File: src/rtl/down_counter_3bit.sv
// down_counter_3bit: free-running down counter with parallel load, zero flag and wrap strobe.
// Define DOWNCNT_SATURATE_EN to make the counter stop at 0 instead of wrapping.
module down_counter_3bit #(
    parameter int               WIDTH     = 3,
    parameter logic [WIDTH-1:0] RESET_VAL = '0
) (
    input  logic             clk,
    input  logic             reset_n,
    input  logic [WIDTH-1:0] d,
    input  logic             load_en,
    output logic [WIDTH-1:0] q,
    output logic             zero,
    output logic             wrap
);
    logic [WIDTH-1:0] r_q;
    logic [WIDTH-1:0] w_q_nxt;
    logic             r_wrap;
    logic             w_wrap_nxt;
    logic             w_at_zero;

    assign w_at_zero = r_q == '0;

    always_comb begin
`ifdef DOWNCNT_SATURATE_EN
        w_q_nxt    = w_at_zero ? '0 : r_q - 1'b1;
        w_wrap_nxt = 1'b0;
`else
        w_q_nxt    = r_q - 1'b1;
        w_wrap_nxt = w_at_zero;
`endif
    end

    always_ff @(posedge clk) begin
        if (!reset_n) begin
            r_q    <= RESET_VAL;
            r_wrap <= 1'b0;
        end else if (load_en) begin
            r_q    <= d;
            r_wrap <= 1'b0;
        end else begin
            r_q    <= w_q_nxt;
            r_wrap <= w_wrap_nxt;
        end
    end

    assign q    = r_q;
    assign zero = w_at_zero;
    assign wrap = r_wrap;
endmodule

File: config.mk
export PLATFORM = sky130hd
export DESIGN_NAME = down_counter_3bit
export DESIGN_NICKNAME = d
export VERILOG_FILES = /design/src/rtl/down_counter_3bit.sv
export SDC_FILE = /design/constraint.sdc
export NUM_CORES = 1
export LEC_CHECK = 0
export CORE_AREA = 5 5 42 44
export CTS_CLUSTER_DIAMETER = 120
export CTS_CLUSTER_SIZE = 20
export DETAILED_ROUTE_END_ITERATION = 7
export DIE_AREA = 0 0 47 49
export PLACE_DENSITY_LB_ADDON = 0.1
export SYNTH_ARGS = -nofsm -noshare
export SYNTH_HDL_FRONTEND = slang
export SYNTH_SLANG_ARGS = --single-unit
File: constraint.sdc
create_clock -name clk -period 1.85 [get_ports clk]
set_clock_uncertainty 0.2 [all_clocks]
set_input_delay 0.185 -clock clk [delete_from_list [all_inputs] [get_ports clk]]
set_output_delay 0.185 -clock clk [all_outputs]
set_load 0.02 [all_outputs]
==> qor.yml <==
run_status:
  outcome: "complete, no violations"
drt:
  avgRoutedWirePerCell_um: 8.83
  wirelength_um: 424
  wl_met1_um: 164
  routed-via-count: 169
  dr_wl_met2_um: 209
  first_pass_iters: 2
  highest_layer: "met3"
  ant_nets: 0
  via_per_inst: 3.52
  drcViolationCount: 0
  first_iter_violations: 1
  wl_met3_um: 50
setup_path:
  worstPathArrival_ns: 1.32
  worstSetupPathType: "flop to output pin"
  crit_fanout: 2
  rrSetupSlack_ns: 0.41
  rr_startpoint: "q[0]$_SDFF_PN0_"
  reg2reg_to: "q[2]$_SDFF_PN0_"
  cp-end-kind: "output pin"
  reg2reg_depth: 5
  crit_path_start: "q[0]$_SDFF_PN0_"
  required_ns: 1.46
  worst_setup_path_start_kind: "flop"
global_route:
  first_global_vias: 191
  grt.total_usage_pct: 4.93
  grt_first_pass_wirelength_um: 752
  grt_max_degree: 8
  overflow: 0
  antenna_found_initial: 0
timing:
  slew_violations: 0
  min_period_ns: 1.70
  fin_tns_setup_ns: 0
  whs_ns: 0.314
  slew_headroom_pct: 84.4
  finalSetupViolCount: 0
  rsz0062_at_grt: "no"
  fmax_ghz: 0.587
  period_share_pct: 92.1
  worst_pin_slew_ns: 0.234
  hold_viol: 0
placed_design:
  portBuffers: 10
  dpl_cell_area_um2: 303
  place_congestion: 0.657
  place_hpwl_um: 350
yosys:
  ys_ff_latch: 4
  synth_ff_type: "dfxtp_1"
  synth_edf_count: 0
  synth_area_um2: 183
  netlist-cell-type-count: 9
  synth_most_common_cell: "dfxtp_1"
  yosysTopAreaCellShare_pct: 43.8
  yosysTopAreaCell: "dfxtp_1"
  synth_common_cells: "4 x dfxtp_1, 3 x inv_1, 3 x nand2_1"
  yosysWarnings: 0
  syn_nets: 27
  synth_area_per_cell_um2: 9.61
  ys_async_sr_fraction_pct: 0
  synth_area_leaders: "dfxtp_1 44%, ha_1 14%, a21boi_2 12%"
  ys_seq_area_share_pct: 43.8
  synth_cells: 19
pwr:
  vdd_drop_max_mv: 0.216
  p_comb_share_pct: 23.9
  power.total_w: 0.000269
  leakage_nw: 0.139
  power_density_nw_per_um2: 831
  power_frac_seq_pct: 35.8
  p_sw_share_pct: 25.4
  p_sw_w: 0.0000684
  clockPowerShare_pct: 40.3
  p_int_w: 0.000201
floorplan:
  die_h_um: 49
  start_util_pct: 13.0
  die_area_um2: 2300
  pin_count: 11
  die_w_um: 47
  core-area_um2: 1400
  rows: 14
clock_tree:
  cts_tree: "done"
  clockRootBuffer: "clkbuf_4"
  cts_buffers: 3
  htreeDepth: 1
  clk_pin_slew_worst_paths_ns: 0.04
  numClockSinks: 4
  insertion_delay_ns: 0.23
  clock_path_buffers: 2
  holdBufCountCts: 0
hold_path:
  worstHoldEndpoint: "q[1]$_SDFF_PN0_"
  whs_path_depth: 3
  hold_start: "d[1]"
  worstHoldPathType: "input pin to flop"
final_layout:
  layout.nets: 42
  drive_gt1_share_pct: 15.6
  area_growth_pct: 77.4
  final_design_area_no_fill_um2: 324
  antenna_cells: 0
job:
  drv_cap: 0
==> layout make-up <==
cell class,instances,area (um2)
clock buffers,3,22.5
fillers,166,1080
inverters,3,11.3
multi-input cells,12,91.3
flip-flops and latches,4,80.1
well taps,16,20.0
repair buffers,10,98.8
==> flip-flops by register name, indices dropped and copies added, names as in the netlist <==
signal	cells
q	3
wrap	1
==> per-layer routing <==
metal / global-route usage, % / vias up
met2: 6.33 / 6
li1: - / 88
met5: 0 / -
met3: 3.32 / 0
met4: 4.15 / 0
met1: 5.27 / 75
==> stage by stage <==
stage               setup WS, ns  std cells  util, %
floorplan                  0.312         19        -
global placement           0.177         45     21.6
detailed placement         0.162         45     21.6
CTS                        0.123         48     23.1
global route              0.0576         48     23.1
finish                     0.146         48     23.1
==> kinds of logic (layout without fill, tap and decap cells) <==
group / count (synthesis) / after routing / share of synthesized area, %
adder cells (fa/ha/maj): 2 / 2 / 13.7
buffers and inverters: 3 / 16 / 6.16
flip-flops: 4 / 4 / 43.8
AND/OR/NAND/NOR: 7 / 7 / 18.5
AO/OA/AOI/OAI: 3 / 3 / 17.8
==> placed cells by master, fill, tap and decap left out <==
cell type and instances:
a21boi_2 2, clkbuf_4 3, clkdlybuf4s50_1 9, dfxtp_1 4, dlygate4sd2_1 1, ha_1 2
inv_1 3, nand2_1 3, nand2b_1 1, nor2_1 1, o211a_1 1, or2_1 2
==> worst max path at each step <==
stage / slack [ns] / to
floorplan: 0.31 / q[2]$_SDFF_PN0_
global placement: 0.18 / zero
detailed placement: 0.16 / zero
global route: 0.06 / zero
finish: 0.15 / zero
CTS: 0.12 / zero
==> power by group through the flow <==
stage | Clock [W] | Sequential [W] | Combinational [W]
4_1_cts | 0.000116 | 0.0000964 | 0.0000664
3_3_place_gp | 0 | 0.0000976 | 0.0000674
6_report | 0.000108 | 0.0000964 | 0.0000645
2_1_floorplan | 0 | 0.000106 | 0.0000252
5_1_grt | 0.000120 | 0.0000971 | 0.0000725
3_5_place_dp | 0 | 0.0000978 | 0.0000684
==> critical path: stages (launching register included) <==
cell and delay, ns:
dfxtp_1 0.32, inv_1 0.06, ha_1 0.20, ha_1 0.19
dlygate4sd2_1 0.32
==> repair_timing <==
action | in CTS | in global routing
setup buffers | 0 | 0
gates resized for setup | 1 | 0
setup endpoints to repair | 1 | 0
(Power assumes the default switching activity.)
